File: src/rtl/spi_arbiter.sv
// Round-robin arbiter sharing one SPI master among NUM_REQ requesters.
// Define SPI_ARB_TIMEOUT_EN to enable the WAIT-state watchdog (TIMEOUT_CYCLES).
module spi_arbiter #(
  parameter int DATA_BITS      = 8,
  parameter int NUM_REQ        = 4,
  parameter int TIMEOUT_CYCLES = 1024
) (
  input  logic                         clk,
  input  logic                         reset,
  input  logic [NUM_REQ-1:0]           req,
  input  logic [NUM_REQ*DATA_BITS-1:0] tx_word,
  output logic [NUM_REQ-1:0]           grant,
  output logic [NUM_REQ-1:0]           rsp_valid,
  output logic [DATA_BITS-1:0]         rx_word,
  output logic                         err,
  output logic                         m_start,
  output logic [DATA_BITS-1:0]         m_tx,
  output logic [$clog2(NUM_REQ)-1:0]   m_ss_sel,
  input  logic                         m_busy,
  input  logic                         m_done,
  input  logic [DATA_BITS-1:0]         m_rx
);
  localparam int PW = $clog2(NUM_REQ);

  typedef enum logic [1:0] {IDLE, START, WAIT, RESP} state_t;

  state_t               state_reg;
  logic [PW-1:0]        rr_ptr_reg;
  logic [PW-1:0]        cand_idx [NUM_REQ];
  logic [NUM_REQ-1:0]   cand_hit;
  logic                 win_found;
  logic [PW-1:0]        win_idx;
  logic [DATA_BITS-1:0] win_word;
  logic                 timeout_hit;

  // Candidate gi is the requester gi positions after rr_ptr, wrapped.
  genvar gi;
  generate
    for (gi = 0; gi < NUM_REQ; gi++) begin : g_cand
      logic [PW:0] sum;
      assign sum          = {1'b0, rr_ptr_reg} + (PW+1)'(gi);
      assign cand_idx[gi] = (sum >= (PW+1)'(NUM_REQ)) ? PW'(sum - (PW+1)'(NUM_REQ)) : PW'(sum);
      assign cand_hit[gi] = req[cand_idx[gi]];
    end
  endgenerate

  // Scan from the farthest candidate down so the nearest one wins.
  always_comb begin
    win_found = 1'b0;
    win_idx   = '0;
    for (int k = NUM_REQ - 1; k >= 0; k--) begin
      if (cand_hit[k]) begin
        win_found = 1'b1;
        win_idx   = cand_idx[k];
      end
    end
  end

  assign win_word = tx_word[win_idx*DATA_BITS +: DATA_BITS];

`ifdef SPI_ARB_TIMEOUT_EN
  localparam int TW = $clog2(TIMEOUT_CYCLES + 1);

  logic [TW-1:0] to_cnt_reg;

  assign timeout_hit = (state_reg == WAIT) && (to_cnt_reg == TW'(TIMEOUT_CYCLES));

  always_ff @(posedge clk or negedge reset) begin
    if (!reset) begin
      to_cnt_reg <= '0;
      err        <= 1'b0;
    end else begin
      err <= (state_reg == WAIT) && !m_done && timeout_hit;
      if (state_reg != WAIT || m_done)
        to_cnt_reg <= '0;
      else if (!timeout_hit)
        to_cnt_reg <= to_cnt_reg + 1'b1;
    end
  end
`else
  assign timeout_hit = 1'b0;
  assign err         = 1'b0;
`endif

  always_ff @(posedge clk or negedge reset) begin
    if (!reset) begin
      state_reg  <= IDLE;
      grant      <= '0;
      rsp_valid  <= '0;
      rx_word    <= '0;
      m_start    <= 1'b0;
      m_tx       <= '0;
      m_ss_sel   <= '0;
      rr_ptr_reg <= '0;
    end else begin
      m_start <= 1'b0;
      case (state_reg)
        IDLE: begin
          if (win_found) begin
            grant     <= NUM_REQ'(1) << win_idx;
            m_ss_sel  <= win_idx;
            m_tx      <= win_word;
            state_reg <= START;
          end
        end
        START: begin
          if (!m_busy) begin
            m_start   <= 1'b1;
            state_reg <= WAIT;
          end
        end
        WAIT: begin
          if (m_done) begin
            rx_word   <= m_rx;
            rsp_valid <= grant;
            state_reg <= RESP;
          end else if (timeout_hit) begin
            rx_word   <= '0;
            rsp_valid <= grant;
            state_reg <= RESP;
          end
        end
        RESP: begin
          rsp_valid  <= '0;
          grant      <= '0;
          rr_ptr_reg <= (m_ss_sel == PW'(NUM_REQ - 1)) ? '0 : m_ss_sel + PW'(1);
          state_reg  <= IDLE;
        end
        default: state_reg <= IDLE;
      endcase
    end
  end
endmodule

File: config.mk
export PLATFORM = sky130hd
export DESIGN_NAME = spi_arbiter
export DESIGN_NICKNAME = d
export VERILOG_FILES = /design/src/rtl/spi_arbiter.sv
export SDC_FILE = /design/constraint.sdc
export NUM_CORES = 1
export LEC_CHECK = 0
export ABC_CLOCK_PERIOD_IN_PS = 3400
export CAP_MARGIN = 20
export CORE_MARGIN = 2
export CORE_UTILIZATION = 30
export CTS_CLUSTER_SIZE = 25
export DETAILED_ROUTE_END_ITERATION = 6
export SYNTH_ARGS = -nofsm -noshare
export SYNTH_HDL_FRONTEND = slang
export SYNTH_SLANG_ARGS = --single-unit
File: constraint.sdc
create_clock -name clk -period 3.4 [get_ports clk]
set_input_delay 0.51 -clock clk [delete_from_list [all_inputs] [get_ports clk]]
set_output_delay 0.51 -clock clk [all_outputs]
set_load 0.01 [all_outputs]
After elaboration in Yosys (flattened, before gate mapping):

Cells that the tools add are included.

* equal/unequal tests: 7
* shift operators: 2
* order comparisons: 8
* reduce and logical (&&, ||, !) cells: 8
* add/subtract/negate cells: 8
* muxes and demuxes: 31

Operator list (number)
* 32-bit by 6-bit indexed part select with 8-bit output: 1
* 2-bit two-way mux: 12
* 4-bit case mux with 2 select lines: 2
* 2-bit by 3-bit less-than comparator with 1-bit output (second input constant): 4
* 1-bit two-way mux: 10
* 3-bit >= comparator (second input constant): 3
* 1-bit binary-select mux with 2-bit select: 4
* 4-bit two-way mux: 2
* 2-bit case mux with 4 select lines: 1
* 2-bit AND reduction: 4
* 2-bit by 1-bit subtractor with 2-bit output (second input constant): 4
* 2-bit by 2-bit adder with 3-bit output (second input constant): 2
* 2-bit == test (second input constant): 3
* 2-bit != test (second input constant): 3
* 2-bit nonzero test: 2
* 1-bit by 2-bit left shift with 4-bit output (first input constant): 1
* 2-bit by 1-bit adder with 3-bit output (second input constant): 1
* 2-bit by 3-bit >= comparator with 1-bit output (second input constant): 1
* 3-bit AND reduction: 1
* 2-bit by 1-bit adder with 2-bit output (second input constant): 1
* 2-bit by 1-bit == test with 1-bit output (second input constant): 1
* 2-bit zero test: 1

* output and inout port bits: 28
* flip-flop bits (word level): 31
* input port bits: 48

Logic depth before layout (Yosys ltp):

Gate-level depths: netlist of run 1.

* depth in word-level cells: 12
* gate-level depth with buffers: 6
* depth with buffers taken out: 6

Least setup slack after synthesis of run 1:

No wires, ideal clock.

* path kind: input-to-reg
* from: in req[2]
* to: reg m_tx[6]
* setup time: 0.134 ns
* arrival time: 1.514 ns
* path slack: 1.753 ns
* stages on the path: 6
* cell sequence: nor2b_1 a211o_1 buf_2 and3_1 o21ai_0 o211ai_1

* longest elaborated chain between the ends: 7

RTL lines
* from (decl): line 10 `input logic [NUM_REQ-1:0] req,`
* 1-bit binary-select mux with 2-bit select: line 43 `assign cand_hit[gi] = req[cand_idx[gi]];`
* 1-bit two-way mux (implied by the code): line 43
* 2-bit two-way mux / 1-bit two-way mux (equally long branches) (4 in a row): line 52 `if (cand_hit[k]) begin`
* 32-bit by 6-bit indexed part select with 8-bit output / 2-bit AND reduction (equally long branches)
* to (signal assigned): line 102 `m_tx <= win_word;`
* to (decl): line 17 `output logic [DATA_BITS-1:0] m_tx,`

Several ways; a longest one is shown, not always the timed one. The select of a mux whose other input is x is not followed.
A chain may end at the register's enable or synchronous reset.

Worst setup path after layout of run 1:

* from: in req[3]
* to: reg m_tx[3]

The elaborated chain is that of the path after synthesis.

==> results of run 1 <==
layout make-up:
| class | instances | area (sq um) |
|---|---|---|
| Inverter | 3 | 11.3 |
| Sequential cell | 31 | 776 |
| Tap cell | 70 | 87.6 |
| Timing Repair Buffer | 77 | 763 |
| Clock inverter | 1 | 30.0 |
| Fill cell | 487 | 2620 |
| Clock buffer | 6 | 72.6 |
| Multi-Input combinational cell | 118 | 811 |
per-layer routing:
layer  vias up  share of wire [%]  track usage [%]
li1        727                  -                -
met1       642                 45             18.0
met2        54                 47             21.8
met3         4                7.2             3.95
met4         0                1.3             5.36
met5         -                  0                0
stage by stage:
stage | worst slack [ps] | util, % | cells
after floorplan | 1750 | - | 159
after global placement | 589 | 47.3 | 299
after detailed placement | 583 | 47.3 | 299
after CTS | 865 | 49.3 | 306
after global routing | 633 | 49.3 | 306
final | 899 | 49.3 | 306
power by group through the flow:
stage | Clock [uW] | Sequential (uW) | Combinational [uW]
after floorplan | 0 | 705 | 496
after global placement | 0 | 651 | 999
after detailed placement | 0 | 655 | 1010
after CTS | 354 | 650 | 1010
after global routing | 366 | 677 | 1100
final | 347 | 647 | 992
kinds of logic (layout without fill, tap and decap cells):
group	Yosys count	in the layout	synth area share (%)
simple gates	47	47	14.6
flops	31	31	47.4
mux	18	18	11.8
fa+ha+maj	5	5	3.82
other cells	1	1	0.229
buf+inv	10	87	3.13
compound gates	47	47	19.1
worst max path at each step:
stage,startpoint,cells past startpoint,slack (ps),endpoint
floorplan,req[2],6,1750,m_tx[6]
global placement,req[3],6,590,m_tx[3]
detailed placement,req[3],6,580,m_tx[3]
CTS,req[3],6,860,m_tx[3]
global route,req[3],6,630,m_tx[2]
finish,req[3],6,900,m_tx[3]
cell usage after synthesis, drive strengths merged:
| master | number | area, sq um |
|---|---|---|
| dfrtp | 31 | 776 |
| nand2 | 20 | 75.1 |
| o21ai | 18 | 90.1 |
| mux2 | 10 | 113 |
| nor2b | 10 | 62.6 |
| and3 | 9 | 56.3 |
| a21boi | 8 | 60.1 |
| mux2i | 8 | 80.1 |
| o211ai | 8 | 60.1 |
| a31oi | 5 | 31.3 |
| ha | 5 | 62.6 |
| a22o | 4 | 35.0 |
| buf | 4 | 28.8 |
| clkbuf | 3 | 11.3 |
| inv | 3 | 11.3 |
| nor2 | 2 | 7.51 |
| o21bai | 2 | 18.8 |
| a211o | 1 | 8.76 |
| a221oi | 1 | 8.76 |
| and2 | 1 | 6.26 |
| conb | 1 | 3.75 |
| nand2b | 1 | 6.26 |
| nand4 | 1 | 6.26 |
| nor3 | 1 | 5.00 |
| nor3b | 1 | 7.51 |
| nor4 | 1 | 6.26 |
critical path, delay by kind of cell:
family | cells | cell delay [ps]
AO/OA/AOI/OAI | 3 | 540
AND/OR/NAND/NOR | 2 | 1110
buffers and inverters | 1 | 470
==> run summary, run 1 <==
CTS tree: done
Gate Count Post-Synth: 159
WL/cell: 12.8 microns
Worst flop-to-flop path endpoint: m_tx[3]
Total CTS buffers: 5
Syn. warnings: 0
HP Start: m_tx[0]
Port bufs: 74
Finish-stage setup viols: 0
Post-Place Cell Area: 2450 sq um
CTS max path bufs: 2
Initial Utilization: 31.7%
ANT cells: 0
Synthesis-to-finish area growth: 55.8%
Clock insertion delay at the later pin of the skew report: 270 ps
CP Data Required Time: 3530 ps
Synth Register Bits: 31
Die footprint: 6070 sq um
Die width: 77.9 microns
Post-Layout Inst Area: 2550 sq um
Status: finished, final reports clean
CORE AREA: 5170 sq um
Crit path largest cell delay: 590 ps
Worst-case reg-to-reg path depth: 6
Commonest cells after routing, fill and taps aside: clkdlybuf4s50_1 (74), dfrtp_1 (31), nand2_1 (20)
Min-Delay Path Depth: 2
CTS root buf: clkbuf_8
Hold-critical path endpoint: m_tx[0]
Worst hold path class: reg -> reg
HPWL Detailed: 2970 microns
Vias in the first global route: 1374
Overall routing resource usage: 13.9%
Pwr Total: 1990 uW
Post-CTS Setup Inserts: 0
Die Span Y: 77.9 microns
Switching Share: 34.6%
CP max-delay cell: nor4_1
Synth unique cells: 31
Register share of total power: 32.6%
DRT Pass-1 Iters: 4
Peak VDD IR: 0.000246 V
Final period util: 73.6%
Reg2Reg Launch Point: state_reg[0]
Critical path peak fanout: 14
Total number of vias: 1427
DRC: 0
Commonest non-fill, non-tap cell in the layout: clkdlybuf4s50_1
Leak pwr: 0.00109 uW
Drt total wl: 3930 microns
Biggest regs: m_tx (8), rx_word (8)
FMAX: 400 MHz
Post-CTS Hold Buffers: 0
Setup crit end kind: flop
Combinational Power Share: 50.0%
Antenna Nets Post-Route: 0
Gp weighted congestion: 0.719
H-tree Lvls: 2
Min cycle time layout: 2500 ps
P per Cell Area: 778 nW/um^2
Via density: 4.66
Sequential area share after synthesis: 47.4%
Initial drt markers: 55
Synth Area per Inst: 10.3 sq um
Nets: 289
Power Internal: 1300 uW
Worst Tran Pin Value: 619 ps
IO Pins: 76
Syn Nets: 212
Share of cells above drive strength 1: 8.47%
GRT overflow: 0
Rows: 26
Max-slew headroom: 58.5%
Post-cts sizing count: 0
RSZ-0062 raised after global routing: no
Critical path arrival: 2640 ps
Clock Pin Slew Worst Setup and Hold Paths: 60 ps
CP Class: in -> reg
Clk_skew: 10.1 ps
# clock sinks: 31
Max-cap violations: 0
Clock Power Share: 17.5%
Antenna violations before repair: 0
Hold_ws: 489 ps
Slew Limit Fails: 0
Switching power: 686 uW
Final TNS setup: 0 ps
Final Hold Fails: 0
First-pass GRT wire length: 6630 microns
Reg2reg setup slack: 1250 ps
Worst path cell trace: clkdlybuf4s50_1, nor4_1, nand2b_1, a31oi_1, o21ai_0, o211ai_1
Largest net degree at the start of global routing: 32
CP Launch Type: input pin
Synth Cell Area: 1640 sq um
No activity file was read; power rests on OpenSTA's default activity.
==> inputs of run 2 (changes only) <==
- ABC_CLOCK_PERIOD_IN_PS: 3400 -> 2600
- clock period: 3.4 -> 2.6 ns (I/O delays scaled with it)
==> run summary, run 2 (synthesized netlist as in run 1, its figures left out) <==
Status: finished, final reports clean
Overall routing resource usage: 14.6%
Finish-stage setup viols: 0
Initial drt markers: 84
WL/cell: 13.0 microns
Share of cells above drive strength 1: 9.66%
Buf/Inv on CP: 1
Gp weighted congestion: 0.718
Max-slew headroom: 59.1%
Peak VDD IR: 0.000379 V
Rows: 26
Post-Place Cell Area: 2460 sq um
H-tree Lvls: 2
Clk_skew: 10.0 ps
DRT Pass-1 Iters: 4
Drt total wl: 4000 microns
RSZ-0062 raised after global routing: no
CTS tree: done
Worst path cell trace: clkdlybuf4s50_1, nor4_1, nand2b_1, a31oi_1, o21ai_0, o211ai_1
CP Data Required Time: 2780 ps
P per Cell Area: 998 nW/um^2
CTS root buf: clkbuf_8
Die Span Y: 77.9 microns
Biggest regs: m_tx (8), rx_word (8)
Port bufs: 74
CP Launch Type: input pin
Critical path peak fanout: 8
Setup crit end kind: flop
CP max-delay cell: clkdlybuf4s50_1
CP Class: in -> reg
Worst hold path class: in -> async
Total number of vias: 1450
Initial Utilization: 31.7%
First-pass GRT wire length: 6970 microns
Worst Tran Pin Value: 611 ps
ANT cells: 0
Final period util: 76.7%
CP delay by family, top: compound AO/OA/AOI/OAI gates
Clock Pin Slew Worst Setup and Hold Paths: 70 ps
Nets: 291
Commonest cells after routing, fill and taps aside: clkdlybuf4s50_1 (74), dfrtp_1 (31), nand2_1 (20)
Antenna violations before repair: 0
IO Pins: 76
Min cycle time layout: 1990 ps
Total CTS buffers: 5
Post-CTS Hold Buffers: 0
Max-cap violations: 0
Crit path largest cell delay: 540 ps
Antenna Nets Post-Route: 0
Leak pwr: 0.00109 uW
Die width: 77.9 microns
Clock insertion delay at the later pin of the skew report: 280 ps
Final TNS setup: 0 ps
CTS max path bufs: 2
Via density: 4.71
Final Hold Fails: 0
Slew Limit Fails: 0
HPWL Detailed: 3000 microns
DRC: 0
# clock sinks: 31
CORE AREA: 5170 sq um
Critical path arrival: 2180 ps
Vias in the first global route: 1452
Post-cts sizing count: 0
Die footprint: 6070 sq um
Synthesis-to-finish area growth: 55.8%
Largest net degree at the start of global routing: 32
Post-Layout Inst Area: 2550 sq um
FMAX: 501 MHz
GRT overflow: 0
Commonest non-fill, non-tap cell in the layout: clkdlybuf4s50_1
Post-CTS Setup Inserts: 0
==> run 2: cell count changes in the layout (fill, tap and decap cells not counted) <==
cell	before	now
clkbuf_1	1	0
clkinv_2	0	1
clkbuf_8	5	6
buf_4	3	5
bufinv_16	1	0
==> run 2: where the power goes <==
part           leakage (uW)  internal (uW)  switching [uW]
logic              0.000657            724             593
clock network     0.0000470            207             175
registers          0.000388            707             140
total               0.00109           1640             909
==> run 2: layout make-up <==
type / instances / area [sq um]
fillers: 511 / 2620
multi-input cells: 118 / 811
repair buffers: 79 / 778
flip-flops and latches: 31 / 776
well taps: 70 / 87.6
clock buffers: 6 / 82.6
inverters: 3 / 11.3
clock inverters: 1 / 5.00
==> run 2: worst paths after layout <==
kind / slack [ps] / cells past startpoint / from / end
worst max-delay path: 610 / 6 / req[1] / m_tx[3]
max in group asynchronous: 1810 / 2 / reset / grant[3]
worst min-delay path: 500 / 2 / reset / m_start
worst max register to register: 650 / 6 / state_reg[1] / m_tx[3]
min in group clk: 500 / 2 / m_tx[5] / m_tx[5]
worst min register to register: 500 / 2 / m_tx[5] / m_tx[5]
==> run 2: metal layers <==
| layer | up-vias | global-route usage, % | wire [microns] |
|---|---|---|---|
| li1 | 733 | - | - |
| met1 | 657 | 17.2 | 1730 |
| met5 | - | 0 | 0 |
| met3 | 2 | 5.47 | 327 |
| met4 | 0 | 5.36 | 39 |
| met2 | 58 | 24.2 | 1910 |
==> run 2: metrics by stage <==
stage          total power [uW]  std cells  hold WS [ps]  setup WS (ps)  utilization [%]
6_report                   2550        308           497            606             49.3
5_1_grt                    2780        308           531            295             49.3
4_1_cts                    2590        308           503            563             49.3
3_5_place_dp               2200        301           489            267             47.6
3_3_place_gp               2180        301           481            283             47.6
2_1_floorplan              1570        159          94.4           1060                -
==> inputs of run 3 (changes only) <==
- ABC_CLOCK_PERIOD_IN_PS: 2600 -> 2000
- clock period: 2.6 -> 2 ns (I/O delays scaled with it)
==> run summary, run 3 (synthesized netlist as in run 1, its figures left out) <==
HPWL Detailed: 3020 microns
Min cycle time layout: 1700 ps
Overall routing resource usage: 14.2%
# clock sinks: 31
Via density: 4.68
Vias in the first global route: 1409
Slew Limit Fails: 0
Initial Utilization: 31.7%
Worst hold path class: in -> async
Leak pwr: 0.00113 uW
Die width: 77.9 microns
WL/cell: 12.9 microns
Worst slack at placement: -198 ps
CTS tree: done
GRT overflow: 0
Initial drt markers: 49
Hold_ws: 409 ps
Total CTS buffers: 5
Die Span Y: 77.9 microns
Rows: 26
CP Class: in -> reg
Final Hold Fails: 0
H-tree Lvls: 2
Final worst slack: 297 ps
Clock insertion delay at the later pin of the skew report: 280 ps
Status: finished, final reports clean
Critical path arrival: 1920 ps
Reg area: 776 sq um
Gp weighted congestion: 0.724
Final TNS setup: 0 ps
Antenna Nets Post-Route: 0
Nets: 295
Critical path peak fanout: 3
CTS root buf: clkbuf_8
ANT cells: 0
Total number of vias: 1465
Synthesis-to-finish area growth: 60.7%
CP Launch Type: input pin
Clk_skew: 1.97 ps
Commonest cells after routing, fill and taps aside: clkdlybuf4s50_1 (74), dfrtp_1 (31), nand2_1 (20)
DRT Pass-1 Iters: 4
RSZ-0062 raised after global routing: no
Filler cells: 485
CORE AREA: 5170 sq um
Port bufs: 74
IO Pins: 76
Share of cells above drive strength 1: 12.3%
Biggest regs: m_tx (8), rx_word (8)
First-pass GRT wire length: 6800 microns
Die footprint: 6070 sq um
Final period util: 85.1%
Commonest non-fill, non-tap cell in the layout: clkdlybuf4s50_1
CTS max path bufs: 2
Clock Pin Slew Worst Setup and Hold Paths: 70 ps
P per Cell Area: 1340 nW/um^2
Multi-input logic area: 818 sq um
CP Data Required Time: 2220 ps
Drt total wl: 4030 microns
Peak VDD IR: 0.000528 V
FMAX: 587 MHz
Largest net degree at the start of global routing: 32
Setup crit end kind: flop
Finish-stage setup viols: 0
Max-cap violations: 0
Antenna violations before repair: 0
DRC: 0
-- run 3: layout make-up --
class / count / share of cell area, %
Sequential cell: 31 / 29.5
Multi-Input combinational cell: 118 / 31.1
Timing Repair Buffer: 83 / 31.2
Tap cell: 70 / 3.33
Clock inverter: 2 / 1.33
Clock buffer: 6 / 3.14
Inverter: 3 / 0.428
-- run 3: metal layers --
metal	up-vias	share of wire (%)	global-route usage, %
li1	736	-	-
met1	663	46	18.7
met2	60	44	21.5
met3	6	7.5	4.42
met4	0	1.8	5.89
met5	-	0	0
-- run 3: power breakdown --
part | switching [uW] | internal [uW] | total (uW) | leakage, uW
clock | 237 | 403 | 640 | 0.0000612
combinational | 789 | 1000 | 1790 | 0.000682
sequential | 186 | 919 | 1100 | 0.000388
total | 1210 | 2320 | 3540 | 0.00113
-- run 3: path summary, 6_finish.rpt --
kind                            cells after the start           end  slack, ps    startpoint
worst max-delay path                                7      grant[3]        300        req[2]
worst min-delay path                                2  state_reg[1]        410         reset
worst max register to register                      6  state_reg[0]        300  state_reg[0]
worst min register to register                      2       m_tx[3]        500       m_tx[3]
max in group asynchronous                           2       m_tx[5]       1300         reset
min in group clk                                    2       m_tx[3]        500       m_tx[3]
-- run 3: worst max-delay path, stage by stage --
cell             delay [ps]
clkdlybuf4s50_1         430
nor2b_1                 150
buf_4                   120
o21ai_1                 220
and3_1                  210
nor3b_1                 300
a22o_1                  190
-- run 3: metrics by stage --
stage,cell area (sq um),utilization [%],instances,power [uW]
after global placement,2510,48.5,305,2900
after detailed placement,2510,48.5,305,2930
after CTS,2620,50.7,313,3580
after floorplan,1640,-,159,2040
after global routing,2630,50.9,313,3820
final,2630,50.9,313,3540
-- run 3: what timing repair did --
item | in CTS | in global routing
gates resized for setup | 0 | 2
buffers inserted | 0 | 0
hold buffers | 0 | 0
setup endpoints to repair | 0 | 8
